$ cat src/rtl/pipe_stage_buf_pkg.sv
// Shared RISC-V pipeline types: control vector layout and stage-buffer occupancy states.
package riscv_types;

    // An all-zero control vector is a NOP; bubbles rely on this.
    typedef struct packed {
        logic [3:0] alu_op;
        logic       alu_src;
        logic       mem_read;
        logic       mem_write;
        logic       reg_write;
        logic       mem_to_reg;
        logic       branch;
        logic       jump;
    } riscv_control_t;

    typedef enum logic [1:0] {
        PS_EMPTY,
        PS_BUSY,
        PS_FULL
    } pipe_state_t;

    localparam int CTRL_W_DEF = $bits(riscv_control_t);

endpackage

$ cat src/rtl/pipe_stage_buf_sat_counter.sv
// Saturating event counter: counts inc_in cycles, holds at all-ones, cleared only by reset.
module sat_counter #(
    parameter int CNT_W = 16
) (
    input  logic             clk_in,
    input  logic             rst_in,
    input  logic             inc_in,
    output logic [CNT_W-1:0] count_out
);

    localparam logic [CNT_W-1:0] ONE = CNT_W'(1);

    always_ff @(posedge clk_in or negedge rst_in) begin
        if (!rst_in) begin
            count_out <= '0;
        end else if (inc_in && (count_out != '1)) begin
            count_out <= count_out + ONE;
        end
    end

endmodule

$ cat src/rtl/pipe_stage_buf.sv
// Generic pipeline stage register with valid/ready handshake, optional skid entry,
// flush, NOP masking of the control vector while empty, and performance counters.
module pipe_stage_buf
    import riscv_types::*;
#(
    parameter int DATA_W = 32,
    parameter int CTRL_W = CTRL_W_DEF,
    parameter int SKID   = 1,
    parameter int CNT_W  = 16
) (
    input  logic              clk_in,
    input  logic              rst_in,
    input  logic              up_valid_in,
    input  logic [DATA_W-1:0] up_data_in,
    input  logic [CTRL_W-1:0] up_ctrl_in,
    output logic              up_ready_out,
    output logic              dn_valid_out,
    output logic [DATA_W-1:0] dn_data_out,
    output logic [CTRL_W-1:0] dn_ctrl_out,
    input  logic              dn_ready_in,
    input  logic              flush_in,
    output logic [CNT_W-1:0]  stall_cnt_out,
    output logic [CNT_W-1:0]  xfer_cnt_out
);

    pipe_state_t       state, state_nxt;
    logic [DATA_W-1:0] main_data, skid_data;
    logic [CTRL_W-1:0] main_ctrl, skid_ctrl;
    logic              up_xfer, dn_xfer;
    logic              load_main, main_from_skid, load_skid;

    assign dn_valid_out = (state != PS_EMPTY);
    assign up_xfer      = up_valid_in & up_ready_out;
    assign dn_xfer      = dn_valid_out & dn_ready_in;

    generate
        if (SKID != 0) begin : g_ready_reg
            assign up_ready_out = (state != PS_FULL);
        end else begin : g_ready_comb
            assign up_ready_out = dn_ready_in | ~dn_valid_out;
        end
    endgenerate

    always_comb begin
        state_nxt      = state;
        load_main      = 1'b0;
        main_from_skid = 1'b0;
        load_skid      = 1'b0;
        if (flush_in) begin
            state_nxt = PS_EMPTY;
        end else begin
            unique case (state)
                PS_EMPTY: begin
                    if (up_xfer) begin
                        state_nxt = PS_BUSY;
                        load_main = 1'b1;
                    end
                end
                PS_BUSY: begin
                    if (up_xfer && dn_xfer) begin
                        load_main = 1'b1;
                    end else if (dn_xfer) begin
                        state_nxt = PS_EMPTY;
                    end else if (up_xfer && (SKID != 0)) begin
                        state_nxt = PS_FULL;
                        load_skid = 1'b1;
                    end
                end
                PS_FULL: begin
                    if (dn_xfer) begin
                        state_nxt      = PS_BUSY;
                        load_main      = 1'b1;
                        main_from_skid = 1'b1;
                    end
                end
                default: state_nxt = PS_EMPTY;
            endcase
        end
    end

    always_ff @(posedge clk_in or negedge rst_in) begin
        if (!rst_in) begin
            state     <= PS_EMPTY;
            main_data <= '0;
            main_ctrl <= '0;
        end else begin
            state <= state_nxt;
            if (load_main) begin
                main_data <= main_from_skid ? skid_data : up_data_in;
                main_ctrl <= main_from_skid ? skid_ctrl : up_ctrl_in;
            end
        end
    end

    generate
        if (SKID != 0) begin : g_skid
            always_ff @(posedge clk_in or negedge rst_in) begin
                if (!rst_in) begin
                    skid_data <= '0;
                    skid_ctrl <= '0;
                end else if (load_skid) begin
                    skid_data <= up_data_in;
                    skid_ctrl <= up_ctrl_in;
                end
            end
        end else begin : g_no_skid
            assign skid_data = '0;
            assign skid_ctrl = '0;
        end
    endgenerate

    assign dn_data_out = main_data;
    assign dn_ctrl_out = dn_valid_out ? main_ctrl : '0;

    sat_counter #(.CNT_W(CNT_W)) u_stall_cnt (
        .clk_in    (clk_in),
        .rst_in    (rst_in),
        .inc_in    (dn_valid_out & ~dn_ready_in),
        .count_out (stall_cnt_out)
    );

    sat_counter #(.CNT_W(CNT_W)) u_xfer_cnt (
        .clk_in    (clk_in),
        .rst_in    (rst_in),
        .inc_in    (dn_xfer),
        .count_out (xfer_cnt_out)
    );

endmodule

$ cat config.mk
export PLATFORM = sky130hd
export DESIGN_NAME = pipe_stage_buf
export DESIGN_NICKNAME = d
export VERILOG_FILES = /design/src/rtl/pipe_stage_buf_pkg.sv /design/src/rtl/pipe_stage_buf_sat_counter.sv /design/src/rtl/pipe_stage_buf.sv
export SDC_FILE = /design/constraint.sdc
export NUM_CORES = 1
export LEC_CHECK = 0
export CAP_MARGIN = 10
export CORE_UTILIZATION = 48
export DETAILED_ROUTE_END_ITERATION = 12
export PLACE_DENSITY_LB_ADDON = 0.05
export SLEW_MARGIN = 5
export SYNTH_ARGS = -nofsm -noshare
export SYNTH_HDL_FRONTEND = slang
export SYNTH_SLANG_ARGS = --single-unit
$ cat constraint.sdc
create_clock -name clk_in -period 3.62 [get_ports clk_in]
set_input_delay 0.362 -clock clk_in [delete_from_list [all_inputs] [get_ports clk_in]]
set_output_delay 0.362 -clock clk_in [all_outputs]
set_load 0.01 [all_outputs]
==> flow_summary.html, run 1 <==
<table>
<tr><th>Metric</th><th>Value</th></tr>
<tr><th colspan="2">Outcome</th></tr>
<tr><td>Run status</td><td>finished clean</td></tr>
<tr><th colspan="2">Placement</th></tr>
<tr><td>Routability-driven placement congestion ratio</td><td>0.740</td></tr>
<tr><td>Detailed-placement wirelength estimate</td><td>7420 um</td></tr>
<tr><td>Port Buffer Count</td><td>124</td></tr>
<tr><td>Placed Instances</td><td>658</td></tr>
<tr><th colspan="2">Worst setup path</th></tr>
<tr><td>Worst setup EP type</td><td>output pin</td></tr>
<tr><td>Critical path launch point type</td><td>flop</td></tr>
<tr><td>Required time worst endpoint</td><td>3.26 ns</td></tr>
<tr><td>Largest fanout of any net on the critical path</td><td>12</td></tr>
<tr><td>Classification of the worst setup path</td><td>reg2out</td></tr>
<tr><td>Data arrival, critical path</td><td>2.35 ns</td></tr>
<tr><th colspan="2">Die</th></tr>
<tr><td>Chip width</td><td>110 um</td></tr>
<tr><td>I/O pin count</td><td>125</td></tr>
<tr><td>Die Height</td><td>110 um</td></tr>
<tr><td>Core footprint</td><td>0.0114 mm^2</td></tr>
<tr><td>Area enclosed by the die boundary</td><td>0.0121 mm^2</td></tr>
<tr><td>Initial cell density of the core</td><td>49.1%</td></tr>
<tr><td>Row Count</td><td>39</td></tr>
<tr><th colspan="2">GRT</th></tr>
<tr><td>Final global-route overflow total</td><td>0</td></tr>
<tr><td>Gr usage total</td><td>20.8%</td></tr>
<tr><td>Antenna violations before repair</td><td>0</td></tr>
<tr><td>Largest net degree at the start of global routing</td><td>66</td></tr>
<tr><td>Via count of the first global-routing pass</td><td>3806</td></tr>
<tr><td>First-pass GRT wire length</td><td>18700 um</td></tr>
<tr><th colspan="2">Logic synthesis</th></tr>
<tr><td>Largest cells by area after synthesis</td><td>sky130_fd_sc_hd__dfrtp_1, sky130_fd_sc_hd__mux2_2, sky130_fd_sc_hd__mux2_1</td></tr>
<tr><td>Share of synthesized area occupied by flip-flops and latches</td><td>53.6%</td></tr>
<tr><td>Post-Synthesis Net Count</td><td>455</td></tr>
<tr><td>EDFF count, synth</td><td>0</td></tr>
<tr><td>Cell taking the most area after synthesis</td><td>sky130_fd_sc_hd__dfrtp_1</td></tr>
<tr><td>Post-synth cell types</td><td>41</td></tr>
<tr><td>Synth Instances</td><td>405</td></tr>
<tr><td>Most used flip-flop cell after synthesis</td><td>sky130_fd_sc_hd__dfrtp_1</td></tr>
<tr><td>Portion of synthesized cell area occupied by the leading cell type</td><td>53.6%</td></tr>
<tr><td>Flops &amp; latches, synth</td><td>120</td></tr>
<tr><td>Area of the mapped netlist</td><td>0.00560 mm^2</td></tr>
<tr><td>Mean Syn Cell Area</td><td>13.8 um^2</td></tr>
<tr><td>Ys async rst share</td><td>100%</td></tr>
<tr><td>Yosys Warn Count</td><td>0</td></tr>
<tr><th colspan="2">Clock network</th></tr>
<tr><td>Clock tree from TritonCTS</td><td>done</td></tr>
<tr><td>Inserted Clock Buffers</td><td>17</td></tr>
<tr><td>Resized Gates After CTS</td><td>0</td></tr>
<tr><td>Register clock-pin slew on the reported worst setup and hold paths</td><td>0.06 ns</td></tr>
<tr><td>Hold buffer count at cts</td><td>0</td></tr>
<tr><td>H-tree levels</td><td>4</td></tr>
<tr><td>Buffer type at the clock tree root</td><td>sky130_fd_sc_hd__clkbuf_16</td></tr>
<tr><td>Post-CTS Setup Inserts</td><td>0</td></tr>
<tr><td>Sink count of the clock tree</td><td>120</td></tr>
<tr><td>Number of buffers between clock root and the deepest sink</td><td>2</td></tr>
<tr><td>Clock latency reported for the late side of the worst-skew pair</td><td>0.41 ns</td></tr>
<tr><th colspan="2">Timing</th></tr>
<tr><td>Maximum clock rate</td><td>369 MHz</td></tr>
<tr><td>Worst-Margin Slew</td><td>0.874 ns</td></tr>
<tr><td>Final number of max-transition violations</td><td>0</td></tr>
<tr><td>Setup repair after global routing missed its margin</td><td>no</td></tr>
<tr><td>Hold violation count in the final report</td><td>0</td></tr>
<tr><td>Final-report setup violation count</td><td>0</td></tr>
<tr><td>Minimum period implied by the final worst setup slack</td><td>2.71 ns</td></tr>
<tr><td>Clock skew after layout</td><td>0.00663 ns</td></tr>
<tr><td>Setup TNS Final</td><td>0 ns</td></tr>
<tr><td>Ratio of final minimum period to clock period</td><td>74.9%</td></tr>
<tr><td>Slew HR</td><td>41.5%</td></tr>
<tr><th colspan="2">Power</th></tr>
<tr><td>Worst-case vdd ir drop</td><td>0.493 mV</td></tr>
<tr><td>Reported leakage power</td><td>0.00320 uW</td></tr>
<tr><td>Cell Pwr Density</td><td>586 mW/mm^2</td></tr>
<tr><th colspan="2">Drt</th></tr>
<tr><td>First-pass iteration count of the detailed router</td><td>4</td></tr>
<tr><td>Per-cell via count in the routed design</td><td>5.33</td></tr>
<tr><td>Iteration-0 DRC Markers</td><td>131</td></tr>
<tr><td>Total number of vias</td><td>3675</td></tr>
<tr><td>DR WL/cell</td><td>16.9 um</td></tr>
<tr><td>Routed wire length</td><td>11600 um</td></tr>
<tr><td>Post-detailed-route DRC marker count</td><td>0</td></tr>
<tr><td>Antenna Violating Nets Remaining</td><td>0</td></tr>
<tr><th colspan="2">Cells and area</th></tr>
<tr><td>Antenna fix cells</td><td>0</td></tr>
<tr><td>Leading cell types in the layout, fill and taps excluded</td><td>sky130_fd_sc_hd__clkdlybuf4s50_1, sky130_fd_sc_hd__dfrtp_1, sky130_fd_sc_hd__mux2_2</td></tr>
<tr><td>Layout net count</td><td>584</td></tr>
<tr><td>Count of placed standard cells in the final layout, fillers left out</td><td>690</td></tr>
<tr><td>Layout overhead on the synthesized area</td><td>35.0%</td></tr>
<tr><td>Leading cell type in the layout, fill and taps excluded</td><td>sky130_fd_sc_hd__clkdlybuf4s50_1</td></tr>
<tr><td>Share of cells above drive strength 1</td><td>30.5%</td></tr>
<tr><th colspan="2">Job</th></tr>
<tr><td>Total of max-cap violations</td><td>0</td></tr>
<tr><th colspan="2">Min path</th></tr>
<tr><td>Hold/Removal Path Class</td><td>in2async</td></tr>
</table>
[report_power, final]
| part | switching (uW) | total [uW] | internal, uW |
|---|---|---|---|
| logic | 319 | 875 | 556 |
| registers | 200 | 1840 | 1640 |
| clock network | 571 | 1720 | 1150 |
| total | 1090 | 4430 | 3340 |
[metal layers]
metal / global-route usage, % / part of all wire, % / up-vias
met3: 7.29 / 5.2 / 15
met1: 25.8 / 44 / 1850
met4: 7.24 / 1.3 / 0
met5: 0 / 0 / -
met2: 33.9 / 49 / 94
li1: - / - / 1716
[cells by family after synthesis]
logic type,synth area share (%)
and+or+nand+nor,10.0
adders and majority gates,0.447
xor gates and xnor gates,3.75
muxes,27.1
buffers and inverters,2.43
AOI/OAI and AO/OA,2.64
DFF,53.6
[flip-flops by register name, summed over array words and instances (netlist names)]
| register | flops |
|---|---|
| dn_data_out | 32 |
| state | 2 |
| main_ctrl | 11 |
| skid_ctrl | 11 |
| skid_data | 32 |
| u_stall_cnt.count_out | 16 |
| u_xfer_cnt.count_out | 16 |
[worst paths after layout]
path	start	endpoint	slack (ns)	cells past startpoint
worst max register to register	state[1]	dn_data_out[10]	1.35	5
worst min-delay path	rst_in	skid_data[17]	0.05	1
worst max-delay path	state[1]	dn_ctrl_out[4]	0.91	3
max in group asynchronous	rst_in	skid_data[2]	2.75	2
min in group clk_in	skid_ctrl[1]	skid_ctrl[1]	0.48	1
worst min register to register	skid_ctrl[1]	skid_ctrl[1]	0.48	1
[synthesized netlist by cell type (3+ instances only)]
cell type and count:
sky130_fd_sc_hd__nand3_1 9, sky130_fd_sc_hd__buf_2 10, sky130_fd_sc_hd__nor3_1 6, sky130_fd_sc_hd__nor4_1 3, sky130_fd_sc_hd__xnor2_1 5, sky130_fd_sc_hd__a21oi_1 7
sky130_fd_sc_hd__nand4_1 8, sky130_fd_sc_hd__mux2_1 19, sky130_fd_sc_hd__nand2_1 14, sky130_fd_sc_hd__nor2b_1 12, sky130_fd_sc_hd__mux2_2 116, sky130_fd_sc_hd__o21a_1 3
sky130_fd_sc_hd__buf_6 6, sky130_fd_sc_hd__or2_2 3, sky130_fd_sc_hd__dfrtp_1 120, sky130_fd_sc_hd__and3_1 4, sky130_fd_sc_hd__nor2_1 7, sky130_fd_sc_hd__xor2_1 19
sky130_fd_sc_hd__a211oi_1 3
[worst max-delay path, cell delays in order, from the launching register on]
cell,delay [ns]
sky130_fd_sc_hd__dfrtp_1,0.52
sky130_fd_sc_hd__nor2_1,0.74
sky130_fd_sc_hd__nor2b_1,0.15
sky130_fd_sc_hd__clkdlybuf4s50_1,0.52
[stage by stage]
stage / hold slack, ns / utilization, % / area, um^2 / total power (uW) / setup WS (ns)
floorplan: 0.0664 / - / 5600 / 2260 / 1.71
global placement: 0.462 / 60.9 / 6950 / 2700 / 0.950
detailed placement: 0.475 / 60.9 / 6950 / 2740 / 0.911
CTS: 0.0884 / 66.2 / 7560 / 4480 / 0.823
global route: 0.122 / 66.2 / 7560 / 4660 / 0.688
finish: 0.0474 / 66.2 / 7560 / 4430 / 0.910
[area by class of cell]
| class | count | area, um^2 |
|---|---|---|
| fill | 889 | 3860 |
| clock buffer | 23 | 488 |
| inverter | 2 | 7.51 |
| timing repair buffer | 128 | 1290 |
| clock inverter | 9 | 120 |
| sequential | 120 | 3000 |
| tap | 143 | 179 |
| multi-input combinational | 265 | 2470 |
Note: power is estimated with default switching activity, not from simulation.
==> run 2, diff against run 1 <==
--- a/config.mk
+++ b/config.mk
@@ -6,7 +6,7 @@
 export NUM_CORES = 1
 export LEC_CHECK = 0
 export CAP_MARGIN = 10
-export CORE_UTILIZATION = 48
+export CORE_UTILIZATION = 46
 export DETAILED_ROUTE_END_ITERATION = 12
 export PLACE_DENSITY_LB_ADDON = 0.05
 export SLEW_MARGIN = 5
==> constraint.sdc (replaced) <==
create_clock -name clk_in -period 2.4 [get_ports clk_in]
set_input_delay 0.24 -clock clk_in [delete_from_list [all_inputs] [get_ports clk_in]]
set_output_delay 0.24 -clock clk_in [all_outputs]
set_load 0.01 [all_outputs]
==> run 2 against run 1 <==
Combinational power rose by 52%. Final cell count rose by 0.87%. Flip-flop and latch count stayed put. Register-to-register slack worse by 0.93 ns. Design area grew 0.68%. First-iteration DRC count rose by 6.9%. Critical path depth stayed put. Die area increased by 4.3%. Total power rose by 45%. Core utilization down 0.95 points.
==> flow_summary.html, run 2 (synthesis results as in run 1) <==
<table>
<tr><th>Metric</th><th>Value</th></tr>
<tr><th colspan="2">Worst setup path</th></tr>
<tr><td>Classification of the worst setup path</td><td>reg2out</td></tr>
<tr><td>Worst flop-to-flop path endpoint</td><td>dn_data_out[1]</td></tr>
<tr><td>Count of cells along the worst register-to-register path</td><td>6</td></tr>
<tr><td>End of the critical path</td><td>dn_ctrl_out[4]</td></tr>
<tr><td>Largest fanout of any net on the critical path</td><td>12</td></tr>
<tr><td>Required time worst endpoint</td><td>2.16 ns</td></tr>
<tr><td>Internal reg-to-reg setup slack</td><td>0.42 ns</td></tr>
<tr><td>Worst setup EP type</td><td>output pin</td></tr>
<tr><td>Critical path launch point type</td><td>flop</td></tr>
<tr><td>Data arrival, critical path</td><td>1.92 ns</td></tr>
<tr><td>Startpoint of the lowest-slack register-to-register path</td><td>state[0]</td></tr>
<tr><td>Launching element of the worst setup path</td><td>state[1]</td></tr>
<tr><th colspan="2">Drt</th></tr>
<tr><td>Per-cell via count in the routed design</td><td>5.31</td></tr>
<tr><td>Routed wire length</td><td>11400 um</td></tr>
<tr><td>Iteration-0 DRC Markers</td><td>140</td></tr>
<tr><td>DR WL/cell</td><td>16.4 um</td></tr>
<tr><td>Total number of vias</td><td>3694</td></tr>
<tr><td>Antenna Violating Nets Remaining</td><td>0</td></tr>
<tr><td>First-pass iteration count of the detailed router</td><td>4</td></tr>
<tr><td>Post-detailed-route DRC marker count</td><td>0</td></tr>
<tr><th colspan="2">GRT</th></tr>
<tr><td>Via count of the first global-routing pass</td><td>3821</td></tr>
<tr><td>Largest net degree at the start of global routing</td><td>81</td></tr>
<tr><td>Antenna violations before repair</td><td>0</td></tr>
<tr><td>First-pass GRT wire length</td><td>19200 um</td></tr>
<tr><td>Final global-route overflow total</td><td>0</td></tr>
<tr><td>Gr usage total</td><td>19.6%</td></tr>
<tr><th colspan="2">Timing</th></tr>
<tr><td>Maximum clock rate</td><td>464 MHz</td></tr>
<tr><td>Setup TNS Final</td><td>0 ns</td></tr>
<tr><td>Worst-Margin Slew</td><td>0.600 ns</td></tr>
<tr><td>Minimum period implied by the final worst setup slack</td><td>2.16 ns</td></tr>
<tr><td>Ratio of final minimum period to clock period</td><td>89.9%</td></tr>
<tr><td>Clock skew after layout</td><td>0.00597 ns</td></tr>
<tr><td>Final-report setup violation count</td><td>0</td></tr>
<tr><td>Slew HR</td><td>60.0%</td></tr>
<tr><td>Final number of max-transition violations</td><td>0</td></tr>
<tr><td>Setup repair after global routing missed its margin</td><td>no</td></tr>
<tr><td>Hold violation count in the final report</td><td>0</td></tr>
<tr><th colspan="2">Clock network</th></tr>
<tr><td>Inserted Clock Buffers</td><td>17</td></tr>
<tr><td>Number of buffers between clock root and the deepest sink</td><td>2</td></tr>
<tr><td>Clock tree from TritonCTS</td><td>done</td></tr>
<tr><td>Post-CTS Setup Inserts</td><td>0</td></tr>
<tr><td>Buffer type at the clock tree root</td><td>sky130_fd_sc_hd__clkbuf_16</td></tr>
<tr><td>H-tree levels</td><td>4</td></tr>
<tr><td>Register clock-pin slew on the reported worst setup and hold paths</td><td>0.05 ns</td></tr>
<tr><td>Sink count of the clock tree</td><td>120</td></tr>
<tr><td>Clock latency reported for the late side of the worst-skew pair</td><td>0.40 ns</td></tr>
<tr><th colspan="2">Cells and area</th></tr>
<tr><td>Layout net count</td><td>593</td></tr>
<tr><td>Antenna fix cells</td><td>0</td></tr>
<tr><td>Leading cell type in the layout, fill and taps excluded</td><td>sky130_fd_sc_hd__clkdlybuf4s50_1</td></tr>
<tr><td>Leading cell types in the layout, fill and taps excluded</td><td>sky130_fd_sc_hd__clkdlybuf4s50_1, sky130_fd_sc_hd__dfrtp_1, sky130_fd_sc_hd__mux2_2</td></tr>
<tr><td>Share of cells above drive strength 1</td><td>30.9%</td></tr>
<tr><td>Layout overhead on the synthesized area</td><td>35.9%</td></tr>
<tr><th colspan="2">Placement</th></tr>
<tr><td>Detailed-placement wirelength estimate</td><td>7390 um</td></tr>
<tr><td>Port Buffer Count</td><td>124</td></tr>
<tr><td>Routability-driven placement congestion ratio</td><td>0.811</td></tr>
<tr><th colspan="2">Die</th></tr>
<tr><td>Area enclosed by the die boundary</td><td>0.0126 mm^2</td></tr>
<tr><td>Core footprint</td><td>0.0117 mm^2</td></tr>
<tr><td>Die Height</td><td>112 um</td></tr>
<tr><td>Row Count</td><td>39</td></tr>
<tr><td>Initial cell density of the core</td><td>48.0%</td></tr>
<tr><td>I/O pin count</td><td>125</td></tr>
<tr><td>Chip width</td><td>112 um</td></tr>
<tr><th colspan="2">Power</th></tr>
<tr><td>Worst-case vdd ir drop</td><td>0.672 mV</td></tr>
<tr><td>Power, Total</td><td>6440 uW</td></tr>
<tr><td>Sequential fraction of design power</td><td>43.0%</td></tr>
<tr><td>Cell Pwr Density</td><td>845 mW/mm^2</td></tr>
<tr><td>Clock network fraction of total power</td><td>36.4%</td></tr>
<tr><td>Switching fraction of total power</td><td>24.4%</td></tr>
<tr><td>Cell Int Power</td><td>4860 uW</td></tr>
<tr><td>Combinational fraction of design power</td><td>20.6%</td></tr>
<tr><td>Switching power of the nets</td><td>1570 uW</td></tr>
<tr><td>Reported leakage power</td><td>0.00322 uW</td></tr>
<tr><th colspan="2">Job</th></tr>
<tr><td>Total of max-cap violations</td><td>0</td></tr>
<tr><th colspan="2">Min path</th></tr>
<tr><td>Hold/Removal Path Class</td><td>in2async</td></tr>
<tr><th colspan="2">Outcome</th></tr>
<tr><td>Run status</td><td>finished clean</td></tr>
</table>
## run 2: cell count changes in the layout (fill, tap and decap cells not counted)
cell and change:
sky130_fd_sc_hd__buf_12 +3, sky130_fd_sc_hd__buf_4 +5, sky130_fd_sc_hd__bufinv_16 -2, sky130_fd_sc_hd__clkbuf_1 +2, sky130_fd_sc_hd__clkbuf_8 +1, sky130_fd_sc_hd__clkinv_2 -4, sky130_fd_sc_hd__dlygate4sd3_1 +1, sky130_fd_sc_hd__nor2_1 -1
sky130_fd_sc_hd__nor2_2 +1
## run 2: layout make-up
class                   count  area, um^2
clock buffers              26         509
clock inverters             3        40.0
fillers                   916        4050
inverters                   2        7.51
multi-input cells         265        2470
flip-flops and latches    120        3000
well taps                 143         179
repair buffers            137        1400
## run 2: power groups by stage
stage               logic (uW)  clock network, uW  registers [uW]
floorplan                  576                  0            2830
global placement          1310                  0            2770
detailed placement        1340                  0            2790
CTS                       1350               2400            2770
global route              1440               2500            2840
finish                    1330               2340            2770
## run 2: through the flow
stage               setup slack [ns]  hold slack [ns]  area [um^2]  std cells  util [%]
floorplan                      0.490          -0.0556         5600        405         -
finish                         0.243            0.421         7610        696      65.3
global placement               0.240            0.315         7050        666      60.5
global route                   0.111            0.455         7610        696      65.3
CTS                            0.158            0.435         7610        696      65.3
detailed placement             0.200            0.319         7050        666      60.5
## run 2: worst min-delay path by stage
| stage | startpoint | endpoint | cells after the start |
|---|---|---|---|
| detailed placement | rst_in | skid_data[15] | 2 |
| global route | rst_in | skid_data[15] | 3 |
| CTS | rst_in | dn_data_out[17] | 3 |
| floorplan | rst_in | dn_data_out[0] | 0 |
| finish | rst_in | skid_data[15] | 3 |
| global placement | rst_in | dn_data_out[15] | 2 |
## run 2: worst max-delay path, stage by stage, from the launching register on
cell and delay, ns:
sky130_fd_sc_hd__dfrtp_1 0.38, sky130_fd_sc_hd__nor2_2 0.49, sky130_fd_sc_hd__nor2b_1 0.14, sky130_fd_sc_hd__clkdlybuf4s50_1 0.51
## run 2: repair_timing
item	CTS	global route
endpoints found under the hold margin	120	0
setup endpoints to repair	12	0
hold buffers	1	0
resized for setup	1	0
## run 2: routing by layer
layer	routed length, um	share of wire (%)	global-route usage [%]
met4	75	0.66	6.58
met5	0	0	0
met1	5270	46	25.3
met3	512	4.5	5.72
met2	5550	49	31.7
==> run 3, diff against run 2 <==
--- a/config.mk
+++ b/config.mk
@@ -5,7 +5,7 @@
 export SDC_FILE = /design/constraint.sdc
 export NUM_CORES = 1
 export LEC_CHECK = 0
-export CAP_MARGIN = 10
+export CAP_MARGIN = 20
 export CORE_UTILIZATION = 46
 export DETAILED_ROUTE_END_ITERATION = 12
 export PLACE_DENSITY_LB_ADDON = 0.05
==> results of run 3 <==
Same layout as run 2: the final DEF is identical, and so are final timing and power.
